==> config.mk <==
export PLATFORM = sky130hd
export DESIGN_NAME = led_mode_sequencer
export DESIGN_NICKNAME = d
export VERILOG_FILES = /design/src/rtl/led_ctrl_pkg.sv /design/src/rtl/led_btn_edge.sv /design/src/rtl/led_mode_sequencer.sv
export SDC_FILE = /design/constraint.sdc
export NUM_CORES = 1
export LEC_CHECK = 0
export CAP_MARGIN = 40
export CORE_AREA = 2 2 69 71
export DETAILED_ROUTE_END_ITERATION = 10
export DIE_AREA = 0 0 71 73
export HOLD_SLACK_MARGIN = 0.02
export MAX_ROUTING_LAYER = met4
export PLACE_DENSITY = 0.76
export SETUP_SLACK_MARGIN = 0.2
export SYNTH_ARGS = -nofsm -noshare
export SYNTH_HDL_FRONTEND = slang
export SYNTH_SLANG_ARGS = --single-unit
==> constraint.sdc <==
create_clock -name PULSE -period 1.95 [get_ports PULSE]
set_clock_uncertainty 0.1 [all_clocks]
set_input_delay 0.4875 -clock PULSE [delete_from_list [all_inputs] [get_ports PULSE]]
set_output_delay 0.4875 -clock PULSE [all_outputs]
set_load 0.03 [all_outputs]
==> src/rtl/led_ctrl_pkg.sv <==
// Shared definitions for the LED driver control blocks.
// Contents: FSM state encodings, default LED width, mode-index width and
//           a one-hot enable helper sized for the largest supported mode count.
package led_ctrl_pkg;

    localparam logic [0:0]  ST_BLANK  = 1'b0;
    localparam logic [0:0]  ST_RUN    = 1'b1;

    localparam int unsigned LED_W_DEF = 18;
    localparam int unsigned MAX_MODES = 8;
    localparam int unsigned IDX_W     = 3;

    // Enable vector for engine idx; callers truncate to their mode count.
    function automatic logic [MAX_MODES-1:0] onehot(input logic [IDX_W-1:0] idx);
        onehot = MAX_MODES'(1) << idx;
    endfunction

endpackage

==> src/rtl/led_btn_edge.sv <==
// Rising-edge detector for a debounced panel input.
// Ports:
//   clk    in  1  clock, all logic on posedge
//   reset  in  1  synchronous, active-high
//   level  in  1  debounced input level
//   rise_c out 1  combinational pulse: level high now, low on previous cycle
// A held level produces a single pulse.
module led_btn_edge (
    input  logic clk,
    input  logic reset,
    input  logic level,
    output logic rise_c
);

    logic level_q;

    // Previous-cycle copy of the input level.
    always_ff @(posedge clk) begin
        if (reset) begin
            level_q <= 1'b0;
        end else begin
            level_q <= level;
        end
    end

    assign rise_c = level & ~level_q;

endmodule

==> src/rtl/led_mode_sequencer.sv <==
// Scheduler for the LED driver mode engines.
// Grants one engine at a time its enable, muxes its pattern onto LEDr and
// inserts a blanking interval (all enables low) between modes.
// Optional feature macro: LED_MODE_AUTO_EN -- also advance after
// LOOPS_PER_MODE completed pattern cycles of the active engine.
// Ports:
//   PULSE     in   1                 clock, all logic on posedge
//   RESET     in   1                 synchronous, active-high
//   BTN_NEXT  in   1                 debounced button; rising edge requests next mode
//   MODE_DONE in   NUM_MODES         per-engine pattern-cycle-complete pulses
//   LED_IN    in   NUM_MODES*LED_W   engine patterns, engine i at [i*LED_W +: LED_W]
//   MODE_ON   out  NUM_MODES         one-hot engine enable, zero while blanking
//   LEDr      out  LED_W             registered LED drive
//   mode_idx  out  3                 current/next engine index
//   busy      out  1                 high while blanking
module led_mode_sequencer
    import led_ctrl_pkg::*;
#(
    parameter int unsigned NUM_MODES      = 4,
    parameter int unsigned LED_W          = LED_W_DEF,
    parameter int unsigned BLANK_CYCLES   = 4,
    parameter int unsigned LOOPS_PER_MODE = 3
) (
    input  logic                       PULSE,
    input  logic                       RESET,
    input  logic                       BTN_NEXT,
    input  logic [NUM_MODES-1:0]       MODE_DONE,
    input  logic [NUM_MODES*LED_W-1:0] LED_IN,
    output logic [NUM_MODES-1:0]       MODE_ON,
    output logic [LED_W-1:0]           LEDr,
    output logic [IDX_W-1:0]           mode_idx,
    output logic                       busy
);

    localparam int unsigned BCW = (BLANK_CYCLES > 1) ? $clog2(BLANK_CYCLES) : 1;

    logic [0:0]           state;
    logic [0:0]           state_nxt;
    logic [BCW-1:0]       blank_cnt;
    logic [BCW-1:0]       blank_cnt_nxt;
    logic [IDX_W-1:0]     idx_nxt;
    logic [IDX_W-1:0]     idx_inc;
    logic [NUM_MODES-1:0] on_nxt;
    logic [LED_W-1:0]     led_nxt;
    logic [LED_W-1:0]     led_sel;
    logic                 busy_nxt;
    logic                 btn_rise_c;
    logic                 auto_adv;
    logic                 adv;

    led_btn_edge u_btn_edge (
        .clk    (PULSE),
        .reset  (RESET),
        .level  (BTN_NEXT),
        .rise_c (btn_rise_c)
    );

    // Pattern of the engine selected by mode_idx.
    always_comb begin
        led_sel = '0;
        for (int i = 0; i < int'(NUM_MODES); i++) begin
            if (mode_idx == IDX_W'(i)) begin
                led_sel = LED_IN[i*LED_W +: LED_W];
            end
        end
    end

    assign idx_inc = (mode_idx == IDX_W'(NUM_MODES - 1)) ? '0 : mode_idx + IDX_W'(1);

    // Button and auto-advance merge into one event, so a coincidence is a single step.
    assign adv = (state == ST_RUN) && (btn_rise_c || auto_adv);

`ifdef LED_MODE_AUTO_EN
    localparam int unsigned LCW = $clog2(LOOPS_PER_MODE + 1);

    logic [LCW-1:0] loop_cnt;
    logic [LCW-1:0] loop_cnt_nxt;
    logic           done_sel;

    // Only the active engine's done pulse counts.
    always_comb begin
        done_sel = 1'b0;
        for (int i = 0; i < int'(NUM_MODES); i++) begin
            if (mode_idx == IDX_W'(i)) begin
                done_sel = MODE_DONE[i];
            end
        end
    end

    // The pulse that completes the last loop triggers the advance on the same edge.
    assign auto_adv = done_sel && (loop_cnt == LCW'(LOOPS_PER_MODE - 1));

    always_comb begin
        loop_cnt_nxt = loop_cnt;
        if (state == ST_RUN) begin
            if (adv) begin
                loop_cnt_nxt = '0;
            end else if (done_sel) begin
                loop_cnt_nxt = loop_cnt + LCW'(1);
            end
        end
    end

    always_ff @(posedge PULSE) begin
        if (RESET) begin
            loop_cnt <= '0;
        end else begin
            loop_cnt <= loop_cnt_nxt;
        end
    end
`else
    logic unused_done;

    assign auto_adv    = 1'b0;
    assign unused_done = (^MODE_DONE) ^ (LOOPS_PER_MODE == 0);
`endif

    // Next-state and registered-output logic.
    always_comb begin
        state_nxt     = state;
        blank_cnt_nxt = blank_cnt;
        idx_nxt       = mode_idx;
        on_nxt        = MODE_ON;
        led_nxt       = LEDr;
        busy_nxt      = busy;
        case (state)
            ST_BLANK: begin
                on_nxt   = '0;
                led_nxt  = '0;
                busy_nxt = 1'b1;
                if (blank_cnt == BCW'(BLANK_CYCLES - 1)) begin
                    state_nxt     = ST_RUN;
                    blank_cnt_nxt = '0;
                    on_nxt        = NUM_MODES'(onehot(mode_idx));
                    busy_nxt      = 1'b0;
                end else begin
                    blank_cnt_nxt = blank_cnt + BCW'(1);
                end
            end
            default: begin
                on_nxt   = NUM_MODES'(onehot(mode_idx));
                led_nxt  = led_sel;
                busy_nxt = 1'b0;
                if (adv) begin
                    state_nxt = ST_BLANK;
                    idx_nxt   = idx_inc;
                    on_nxt    = '0;
                    busy_nxt  = 1'b1;
                end
            end
        endcase
    end

    // State and output registers.
    always_ff @(posedge PULSE) begin
        if (RESET) begin
            state     <= ST_BLANK;
            blank_cnt <= '0;
            mode_idx  <= '0;
            MODE_ON   <= '0;
            LEDr      <= '0;
            busy      <= 1'b1;
        end else begin
            state     <= state_nxt;
            blank_cnt <= blank_cnt_nxt;
            mode_idx  <= idx_nxt;
            MODE_ON   <= on_nxt;
            LEDr      <= led_nxt;
            busy      <= busy_nxt;
        end
    end

endmodule

==> flow_metrics.env <==
export IMPL_vias=1525
export IMPL_finalSetupTns_ns=0
export IMPL_cp_end_kind="primary output"
export IMPL_ys_ff_latch=30
export IMPL_synth_area_sq_um=1500
export IMPL_use_met3=0.0511
export IMPL_worst_r2r_cell_count=6
export IMPL_required_ns=1.36
export IMPL_synth_distinct_cells=27
export IMPL_grt_busiest_layer="met2"
export IMPL_place_inst=299
export IMPL_port_buffers=100
export IMPL_clk_latency_ns=0.28
export IMPL_io_pins=105
export IMPL_fillers=423
export IMPL_numClockSinks=30
export IMPL_grt_use_met1=0.219
export IMPL_cp_top_family="buffers and inverters"
export IMPL_status="complete, no violations"
export IMPL_critical_path_depth=1
export IMPL_synth_most_common_cell="dfxtp_1"
export IMPL_synth_yosys_seq_area_share=0.401
export IMPL_postCtsSetupBuffers=0
export IMPL_drc=0
export IMPL_power_mw=1.57
export IMPL_fin_util=0.572
export IMPL_grt_use_met2=0.317
export IMPL_synth_area_leaders="dfxtp_1 (40%), and3b_1 (11%), a211oi_2 (8.4%)"
export IMPL_grt_pass1_vias=1503
export IMPL_cp_cell_sequence="dlygate4sd2_1"
export IMPL_detail_route_antenna_nets=0
export IMPL_synthCells=152
export IMPL_htreeDepth=2
export IMPL_cp_slowest_stage_delay_ns=0.43
export IMPL_coreArea_sq_um=4540
export IMPL_gp_congestion=0.766
export IMPL_syn_to_final_growth_pct=73.4
export IMPL_worst_pin_slew_ns=0.412
export IMPL_start_util=0.330
export IMPL_synth_edff_count=0
export IMPL_fmax_ghz=0.588
export IMPL_wl_mm=4.60
export IMPL_syn_mean_instance_area_sq_um=9.84
export IMPL_antenna_found_initial=0
export IMPL_synth_top_family_by_area="simple AND/OR/NAND/NOR gates"
export IMPL_startpoint_type="flop"
export IMPL_hold_depth=2
export IMPL_nets=336
export IMPL_setup_violations=0
export IMPL_worstSetupPathType="flop to primary output"
export IMPL_drv_cap=0
export IMPL_synth_simple_area_share=0.261
export IMPL_synth_area_leader_cell="dfxtp_1"
export IMPL_path_clk_slew_ns=0.06
export IMPL_hp_class="flop to flop"
export IMPL_drv_slew=0
export IMPL_min_period_ns=1.70
export IMPL_synth_warning_count=0
export IMPL_synth_compound_area_frac=0.212
export IMPL_avgRoutedWirePerCell_um=15.0
export IMPL_synth_mux_area_frac=0.00669
export IMPL_grt_setup_unrepaired="true"
export IMPL_drtIter0Drc=50
export IMPL_dpl_worst_slack_ns=0.0660
export IMPL_slowest_stage="dlygate4sd2_1"
export IMPL_synth_ff_type="dfxtp_1"
export IMPL_yosys_top_cells_count="dfxtp_1 (30), and3b_1 (19), nor3_1 (18), o22ai_1 (18), a211oi_2 (10)"
export IMPL_cts_tree="done"
export IMPL_hold_viol=0
export IMPL_cts_buffer_depth=2
export IMPL_critPathBufInv=1
export IMPL_die_h_um=73
export IMPL_power_density_nw_per_um2=605
export IMPL_instances_no_fill=307
export IMPL_slew_limit_headroom=0.725
export IMPL_vdd_drop_max_mv=0.337
export IMPL_synth_xor_area_frac=0
export IMPL_n_antenna_cell=0
export IMPL_synth_fa_ha_area_frac=0.0418
export IMPL_fin_crit_sh=0.872
export IMPL_core_rowCount=25
export IMPL_drive_above_1_share=0.126
export IMPL_firstDrtPassIters=4
export IMPL_cts_root_buf="clkbuf_8"
export IMPL_die_area_sq_um=5180
export IMPL_grt_overflow_total=0
export IMPL_worstPathArrival_ns=1.11
export IMPL_multiInputGateArea_sq_um=788
export IMPL_cts_buffers_inserted=5
export IMPL_synth_net_count=236
export IMPL_grt_first_pass_wirelength_mm=7.29
export IMPL_gr_usage_all_layers=0.189
export IMPL_cellLeakagePower_nw=1.09
export IMPL_synthArstFlopShare=0
export IMPL_cp_max_fo=5
export IMPL_die_x_um=71
export IMPL_setup_ws_ns=0.250
export IMPL_synth_top_cell_area_share=0.401
export IMPL_post_dp_hpwl_mm=3.39
export IMPL_via_per_inst=4.97
export IMPL_grt_start_max_net_pins=24
export IMPL_regArea_sq_um=603
-- through the flow --
step,hold WS (ns),instance area (sq um)
finish,0.384,2590
global route,0.425,2590
CTS,0.388,2590
detailed placement,0.379,2530
global placement,0.373,2530
floorplan,0.368,1500
-- worst register-to-register path, cell delays in order (launching register included) --
cell,delay (ns)
dfxtp_2,0.36
inv_1,0.08
ha_1,0.22
or2_1,0.23
buf_4,0.20
a211oi_1,0.22
nor3_1,0.09
-- report_power, final --
part	internal, mW	switching [mW]
Sequential	0.648	0.0177
Combinational	0.230	0.152
Clock	0.284	0.238
-- sequential cells by signal, summed over array words and instances (netlist names) --
name	cells
blank_cnt	2
MODE_ON	4
u_btn_edge.level_q	1
state	1
mode_idx	3
LEDr	18
busy	1
-- kinds of logic after synthesis --
logic type	count (synthesis)
AND/OR/NAND/NOR	59
AO/OA/AOI/OAI	40
flip-flops	30
buffers and inverters	17
adder cells (fa/ha/maj)	5
multiplexers	1
-- worst paths after layout --
| kind | startpoint | end | slack [ns] |
|---|---|---|---|
| hold / removal | mode_idx[1] | mode_idx[1] | 0.38 |
| hold reg to reg | mode_idx[1] | mode_idx[1] | 0.38 |
| setup / recovery | mode_idx[2] | mode_idx[2] | 0.25 |
| setup reg to reg | mode_idx[0] | LEDr[6] | 0.32 |
-- placed cells by master, fill, tap and decap left out, drive strengths merged, types with 2 or more instances in the layout --
cell type and count:
clkdlybuf4s50 74, dfxtp 30, dlygate4sd2 26, nor3 20, and3b 19, o22ai 18
a211oi 18, clkbuf 7, buf 7, nor2 5, ha 5, a21oi 4
inv 3, and2 3, nand2 3, nand2b 2, nand3 2
-- per-layer routing --
layer / part of all wire / wire, um / vias to the layer above
li1: - / - / 766
met1: 0.42 / 1920 / 700
met2: 0.50 / 2320 / 52
met3: 0.062 / 287 / 7
met4: 0.017 / 79 / 0
met5: 0 / 0 / -
-- what timing repair did --
| item | in CTS | in global routing |
|---|---|---|
| setup endpoints to repair | 26 | 14 |
| hold buffers | 0 | 0 |
| resized for setup | 26 | 2 |
-- layout make-up --
class                      count  area share
timing repair buffer         107       0.398
multi-input combinational    105       0.304
sequential                    30       0.232
clock buffer                   7      0.0333
tap                           54      0.0260
inverter                       3     0.00434
clock inverter                 1     0.00193
No activity file was read; power rests on OpenSTA's default activity.
